<file path="config.mk">
export PLATFORM = sky130hd
export DESIGN_NAME = id_decode_pipe
export DESIGN_NICKNAME = d
export VERILOG_FILES = /design/src/rtl/id_decode_pipe.sv
export SDC_FILE = /design/constraint.sdc
export NUM_CORES = 1
export LEC_CHECK = 0
export CAP_MARGIN = 10
export CORE_UTILIZATION = 55
export DETAILED_ROUTE_END_ITERATION = 10
export GPL_TIMING_DRIVEN = 0
export PLACE_DENSITY = 0.87
export SKIP_LAST_GASP = 1
export SYNTH_ARGS = -nofsm -noshare
export SYNTH_HDL_FRONTEND = slang
export SYNTH_SLANG_ARGS = --single-unit
</file>
<file path="constraint.sdc">
create_clock -name clk -period 4.3 [get_ports clk]
set_clock_uncertainty 0.2 [all_clocks]
set_input_delay 0.645 -clock clk [delete_from_list [all_inputs] [get_ports clk]]
set_output_delay 0.645 -clock clk [all_outputs]
set_load 0.01 [all_outputs]
</file>
<file path="src/rtl/id_decode_pipe.sv">
// Registered RV32I decode stage with valid/ready on both sides.
// A main/skid entry pair keeps full rate under back-pressure.
module id_decode_pipe #(
  parameter int XLEN  = 32,
  parameter int CNT_W = 16
) (
  input  logic             clk,
  input  logic             rst_n,
  input  logic             in_valid,
  output logic             in_ready,
  input  logic [31:0]      in_instr,
  input  logic [XLEN-1:0]  in_pc,
  input  logic             flush,
  output logic             out_valid,
  input  logic             out_ready,
  output logic [XLEN-1:0]  out_pc,
  output logic [3:0]       out_opclass,
  output logic [4:0]       out_rd,
  output logic [4:0]       out_rs1,
  output logic [4:0]       out_rs2,
  output logic [2:0]       out_funct3,
  output logic             out_funct7b5,
  output logic [XLEN-1:0]  out_imm,
  output logic             out_we,
  output logic             out_illegal,
  output logic [CNT_W-1:0] illegal_cnt
);

  typedef enum logic [3:0] {
    C_LUI   = 4'd0,
    C_AUIPC = 4'd1,
    C_JAL   = 4'd2,
    C_JALR  = 4'd3,
    C_BR    = 4'd4,
    C_LOAD  = 4'd5,
    C_ST    = 4'd6,
    C_OPIMM = 4'd7,
    C_OP    = 4'd8,
    C_MISC  = 4'd9,
    C_SYS   = 4'd10,
    C_ILL   = 4'd15
  } opclass_e;

  typedef struct packed {
    logic [XLEN-1:0] pc;
    logic [3:0]      cls;
    logic [4:0]      rd;
    logic [4:0]      rs1;
    logic [4:0]      rs2;
    logic [2:0]      f3;
    logic            f7b5;
    logic [XLEN-1:0] imm;
    logic            we;
    logic            ill;
  } entry_t;

  entry_t           r_main;
  entry_t           r_skid;
  logic             r_main_v;
  logic             r_skid_v;
  logic [CNT_W-1:0] r_cnt;

  entry_t           w_dec;
  opclass_e         w_cls;
  logic             w_bad;
  logic [31:0]      w_imm32;
  logic             w_acc;
  logic             w_hand;

  assign w_bad = (in_instr[1:0] != 2'b11)
               || (in_instr == 32'h0)
               || (in_instr == 32'hFFFF_FFFF);

  always_comb begin
    w_cls = C_ILL;
    case (in_instr[6:0])
      7'b0110111: w_cls = C_LUI;
      7'b0010111: w_cls = C_AUIPC;
      7'b1101111: w_cls = C_JAL;
      7'b1100111: w_cls = C_JALR;
      7'b1100011: w_cls = C_BR;
      7'b0000011: w_cls = C_LOAD;
      7'b0100011: w_cls = C_ST;
      7'b0010011: w_cls = C_OPIMM;
      7'b0110011: w_cls = C_OP;
      7'b0001111: w_cls = C_MISC;
      7'b1110011: w_cls = C_SYS;
      default:    w_cls = C_ILL;
    endcase
    if (w_bad) w_cls = C_ILL;
  end

  always_comb begin
    w_imm32 = '0;
    unique case (w_cls)
      C_LUI, C_AUIPC:
        w_imm32 = {in_instr[31:12], 12'b0};
      C_JAL:
        w_imm32 = {{12{in_instr[31]}}, in_instr[19:12],
                   in_instr[20], in_instr[30:21], 1'b0};
      C_BR:
        w_imm32 = {{20{in_instr[31]}}, in_instr[7],
                   in_instr[30:25], in_instr[11:8], 1'b0};
      C_ST:
        w_imm32 = {{20{in_instr[31]}},
                   in_instr[31:25], in_instr[11:7]};
      C_JALR, C_LOAD, C_OPIMM, C_MISC, C_SYS:
        w_imm32 = {{20{in_instr[31]}}, in_instr[31:20]};
      default:
        w_imm32 = '0;
    endcase
  end

  always_comb begin
    w_dec      = '0;
    w_dec.pc   = in_pc;
    w_dec.cls  = w_cls;
    w_dec.rd   = in_instr[11:7];
    w_dec.rs1  = in_instr[19:15];
    w_dec.rs2  = in_instr[24:20];
    w_dec.f3   = in_instr[14:12];
    w_dec.f7b5 = in_instr[30];
    w_dec.imm  = XLEN'($signed(w_imm32));
    w_dec.ill  = (w_cls == C_ILL);
    if (w_cls inside {C_BR, C_ST, C_ILL})
      w_dec.rd = '0;
    if (w_cls inside {C_LUI, C_AUIPC, C_JAL})
      w_dec.rs1 = '0;
    if (!(w_cls inside {C_BR, C_ST, C_OP}))
      w_dec.rs2 = '0;
    w_dec.we = (w_cls inside {C_LUI, C_AUIPC, C_JAL, C_JALR,
                              C_LOAD, C_OPIMM, C_OP})
             && (w_dec.rd != 5'd0);
  end

  assign w_acc  = in_valid && in_ready && !flush;
  assign w_hand = r_main_v && out_ready && !flush;

  // in_ready depends only on the skid flag, so out_ready never
  // reaches it combinationally.
  always_ff @(posedge clk or negedge rst_n) begin
    if (!rst_n) begin
      r_main   <= '0;
      r_skid   <= '0;
      r_main_v <= 1'b0;
      r_skid_v <= 1'b0;
    end else if (flush) begin
      r_main_v <= 1'b0;
      r_skid_v <= 1'b0;
    end else if (!r_main_v || w_hand) begin
      if (r_skid_v) begin
        r_main   <= r_skid;
        r_main_v <= 1'b1;
        r_skid_v <= 1'b0;
      end else begin
        r_main_v <= w_acc;
        if (w_acc) r_main <= w_dec;
      end
    end else if (w_acc) begin
      r_skid   <= w_dec;
      r_skid_v <= 1'b1;
    end
  end

  always_ff @(posedge clk or negedge rst_n) begin
    if (!rst_n)
      r_cnt <= '0;
    else if (w_hand && r_main.ill && (r_cnt != '1))
      r_cnt <= r_cnt + 1'b1;
  end

  assign in_ready     = !r_skid_v;
  assign out_valid    = r_main_v;
  assign out_pc       = r_main.pc;
  assign out_opclass  = r_main.cls;
  assign out_rd       = r_main.rd;
  assign out_rs1      = r_main.rs1;
  assign out_rs2      = r_main.rs2;
  assign out_funct3   = r_main.f3;
  assign out_funct7b5 = r_main.f7b5;
  assign out_imm      = r_main.imm;
  assign out_we       = r_main.we;
  assign out_illegal  = r_main.ill;
  assign illegal_cnt  = r_cnt;

endmodule
</file>
### Word level (Yosys, flattened, before mapping)

Cells that the tools add are included.

* bits in registers: 196
* output and inout bits: 107
* logic and storage cells: 92

* add/sub/neg operators: 1
* equal/unequal tests: 25
* mux-type cells: 14
* bitwise gates (word level): 2
* reduce and logical (&&, ||, !) cells: 27

Operators by type and width (count)
* $mux W89: 2
* $pmux W32 S5: 1
* $pmux W4 S11: 1
* $eq A32 B32 Y1 const B: 1
* $logic_not A32 Y1: 1
* $eq A7 B7 Y1 const B: 4
* $eq A7 B6 Y1 const B: 3
* $add A16 B1 Y16 const B: 1
* $eq A4 B3 Y1 const B: 4
* $eq A4 B4 Y1 const B: 4
* $ne A16 B16 Y1 const B: 1
* $mux W5: 3
* $eq A7 B5 Y1 const B: 2
* $reduce_bool A3 Y1: 4
* $eq A4 B2 Y1 const B: 2
* $eq A7 B2 Y1 const B: 1
* $eq A7 B4 Y1 const B: 1
* $logic_and A1 B1 Y1: 7
* $reduce_bool A7 Y1: 1
* $mux W1: 6
* $reduce_and A3 Y1: 2
* $reduce_bool A5 Y1: 1
* $reduce_or A5 Y1: 1
* $eq A4 B1 Y1 const B: 1
* 8 further kinds: 14

### Longest topological paths before layout

* depth in word-level cells: 11
* mapped depth: 8

### Least setup slack after synthesis

No wires, ideal clock.

* path type: input -> register
* from: input port in_instr[6]
* to: register r_main (netlist bit out_rs1[0])
* library setup time: 0.122 ns
* arrival time: 1.783 ns
* path slack: 2.194 ns
* stages: 8
* path buffers: 3
* cell sequence: buf_4 > buf_2 > nor3b_1 > a21oi_1 > or2_2 > buf_2 > nand3_1 > a21oi_1

* word-level cells in the longest chain between the ends: 9
* elaborated cells on any way between the ends: 24
* those cells by class: eq/ne: 14; mux: 5; reduce/logical: 5

RTL lines
* from (decl): line 11 `input logic [31:0] in_instr,`
* parallel branches: the longest is 3 deep, another holds $pmux W4 S11
* $mux W4 *: line 90 `if (w_bad) w_cls = C_ILL;`
* $eq A4 B1 Y1 (tied with other cells): line 127 `if (w_cls inside {C_LUI, C_AUIPC, C_JAL})`
* $reduce_bool A3 Y1 *: line 127
* $mux W5 *: line 127
* $mux W89 *: line 157 `if (w_acc) r_main <= w_dec;`
* $mux W89 *: line 151 `if (r_skid_v) begin`
* to (signal assigned): line 152 `r_main <= r_skid;`
* to (signal assigned): line 157
* to (decl): line 57 `entry_t r_main;`

Every way passes the cells marked *. The select of a mux whose other input is x is not followed.
A chain may end at the register's enable or synchronous reset.

### Worst setup path after layout

* from: register r_skid_v
* to: output port in_ready

* word-level cells in the longest chain between the ends: 1

RTL lines
* from (decl): line 60 `logic r_skid_v;`
* from (signal assigned): line 146 `r_skid_v <= 1'b0;`
* from (signal assigned): line 149 `r_skid_v <= 1'b0;`
* from (signal assigned): line 154 `r_skid_v <= 1'b0;`
* $logic_not A1 Y1: line 172 `assign in_ready = !r_skid_v;`
* to (decl): line 10 `output logic in_ready,`

Every way passes these cells.

==> results.cfg <==
[clock_tree]
ctsResizeCount = 0
post-cts-setup-buffers = 0
root_buffer = clkbuf_16
cts-buffers-inserted = 17
hold_buffers = 0
h-tree-depth = 4
cts_tree = built
clk_latency_ns = 0.43
clk_pin_slew_ns = 0.06
cts_sinks = 196
ctsLongestPathBuffers = 2

[sta]
rsz0062_at_grt = false
fmax_mhz = 297
drv_slew = 0
fin_crit_sh = 0.782
setup_violations = 0
timing.final.ws_setup_ns = 0.937
slew_headroom = 0.490
worstMarginPinSlew_ns = 0.765
period_needed_ns = 3.36
finalHoldViolCount = 0

[setup_path]
cp-start-kind = flop
cp_slowest_cell = clkdlybuf4s50_1
r2r-start = out_valid$_DFFE_PN0N_
crit_path_max_incr_delay_ns = 0.68
worstPathRequired_ns = 3.45
cp-end-kind = output pin
reg2reg_to = out_opclass[1]$_DFFE_PN0P_
cp_cell_sequence = buf_2, inv_1, buf_1, clkdlybuf4s50_1
cp_max_fo = 10
critPathKind = flop to output pin
ff2ff_path_depth = 6
arrival_ns = 2.52
timing.critical_path.from = r_skid_v$_DFFE_PN0P_
r2r_slack_ns = 2.01

[drt]
num_vias = 7763
ant_nets = 0
wl_um = 24500
wire_per_inst_um = 18.1
post_drt_via_cell_ratio = 5.74
drt_iter0_markers = 675
first_pass_iters = 5
drcViolationCount = 0

[floorplanning]
die_h_um = 129
num_rows = 46
die_area_um2 = 16600
io_pins = 176
die_w_um = 129
start_util = 0.560
coreArea_um2 = 15800

[finish]
nets = 1196
drive_above_1_share = 0.0686
antenna_cells = 0
finalNonFillerCells = 1353
layout_common_cells = nand2_1, dfrtp_1, clkdlybuf4s50_1
final_common_cell = nand2_1
area_growth_syn_to_layout_pct = 29.6

[run_status]
status = finished, final reports clean

[power_and_ir_drop]
power.density_nw_per_um2 = 422
p_leak_nw = 5.00
ir_drop_mv = 0.289

[logic_synthesis]
syn_area_per_cell_um2 = 9.50
synth.ff_latch_count = 196
seq_area_frac_synth = 0.554
synth.area.top_cells = dfrtp_1, nand2_1, o21ai_0
synthArstFlopShare = 1.00
synth.top_cell.area_share = 0.554
synth_area_um2 = 8860
yosys.area.top_type = dfrtp_1
synthFlopType = dfrtp_1
synthDistinctLibCells = 62
syn-num-nets = 1003
netlist_instances = 933
synth_edf_count = 0
yosysWarnings = 0

[place]
place_inst = 1323
dp_hpwl_um = 17300
place_ws_ns = 1.28
port-buffer-count = 173
globalplace.congestion = 0.904

[grt]
grt_max_degree = 103
overflow = 0
grt_pass1_wl_um = 38600
antenna_found_initial = 0
track_usage = 0.305
grt_pass1_vias = 7658

[flow_run]
drv_cap = 0

[min_path]
hold_class = primary input to asynchronous set/reset pin
-- logic make-up (layout without fill, tap and decap cells) --
group                      count (synthesis)  after routing  synth area share
xor gates and xnor gates                  15             15            0.0148
buffers and inverters                     73            277            0.0384
AOI/OAI and AO/OA                        215            215             0.148
adders and majority gates                  1              1           0.00141
and+or+nand+nor                          390            390             0.194
muxes                                     43             43            0.0491
DFF                                      196            196             0.554
-- state kept, by name, indices dropped and copies added, names as in the netlist --
name          flops
illegal_cnt      16
out_funct3        3
out_funct7b5      1
out_illegal       1
out_imm          32
out_opclass       4
out_pc           32
out_rd            5
out_rs1           5
out_rs2           5
out_valid         1
out_we            1
r_skid           89
r_skid_v          1
-- synthesized netlist by cell type, types with 5 or more instances --
cell	count
a21oi_1	54
a22o_1	6
a31oi_1	24
a32o_1	5
and2_1	5
and3_1	10
buf_2	23
clkbuf_1	33
dfrtp_1	196
inv_1	10
mux2i_1	39
nand2_1	228
nand3_1	37
nand4_1	5
nor2_1	53
o211ai_1	7
o21a_1	8
o21ai_0	81
o22ai_1	5
or3_1	24
xnor2_1	9
xor2_1	6
-- through the flow --
stage | power, mW | area (µm²) | hold slack (ns) | util | setup TNS (ns)
after CTS | 4.86 | 11500 | 0.0885 | 0.725 | 0
after detailed placement | 3.29 | 10900 | 0.262 | 0.688 | 0
after floorplan | 2.74 | 8860 | 0.149 | - | 0
after global placement | 3.24 | 10900 | 0.253 | 0.686 | -1092.00
after global routing | 5.06 | 11500 | 0.0773 | 0.725 | 0
final | 4.85 | 11500 | 0.0460 | 0.725 | 0
-- final cells by class --
class                      instances  area (µm²)
buffer                            63         303
clock buffer                      23         488
clock inverter                     7        97.6
fill                            1126        4350
inverter                          10        37.5
multi-input combinational        664        3610
sequential                       196        4900
tap                              216         270
timing repair buffer             174        1760
-- power by group --
part	total (mW)	internal [mW]	switching, mW
clock	1.59	0.915	0.671
sequential	2.32	2.14	0.179
combinational	0.940	0.479	0.461
-- worst max path at each step --
stage | depth (start not counted) | to | slack, ns
final | 4 | in_ready | 0.94
after global routing | 4 | in_ready | 0.87
after CTS | 4 | in_ready | 0.94
after detailed placement | 7 | out_opclass[1]$_DFFE_PN0P_ | 1.28
after global placement | 1 | out_rs1[2]$_DFFE_PN0P_ | -5.58
after floorplan | 8 | out_rs1[0]$_DFFE_PN0P_ | 2.19
-- critical path, delay by kind of cell, from the launching register on --
kind | cells | cell delay (ns)
DFF | 1 | 0.39
buffers and inverters | 4 | 1.69
-- per-layer routing --
| layer | vias up | share of wire | track usage |
|---|---|---|---|
| li1 | 3603 | - | - |
| met1 | 3759 | 0.42 | 0.401 |
| met2 | 353 | 0.49 | 0.498 |
| met3 | 48 | 0.075 | 0.0570 |
| met4 | 0 | 0.024 | 0.129 |
| met5 | - | 0 | 0 |
Note: power is estimated with default switching activity, not from simulation.
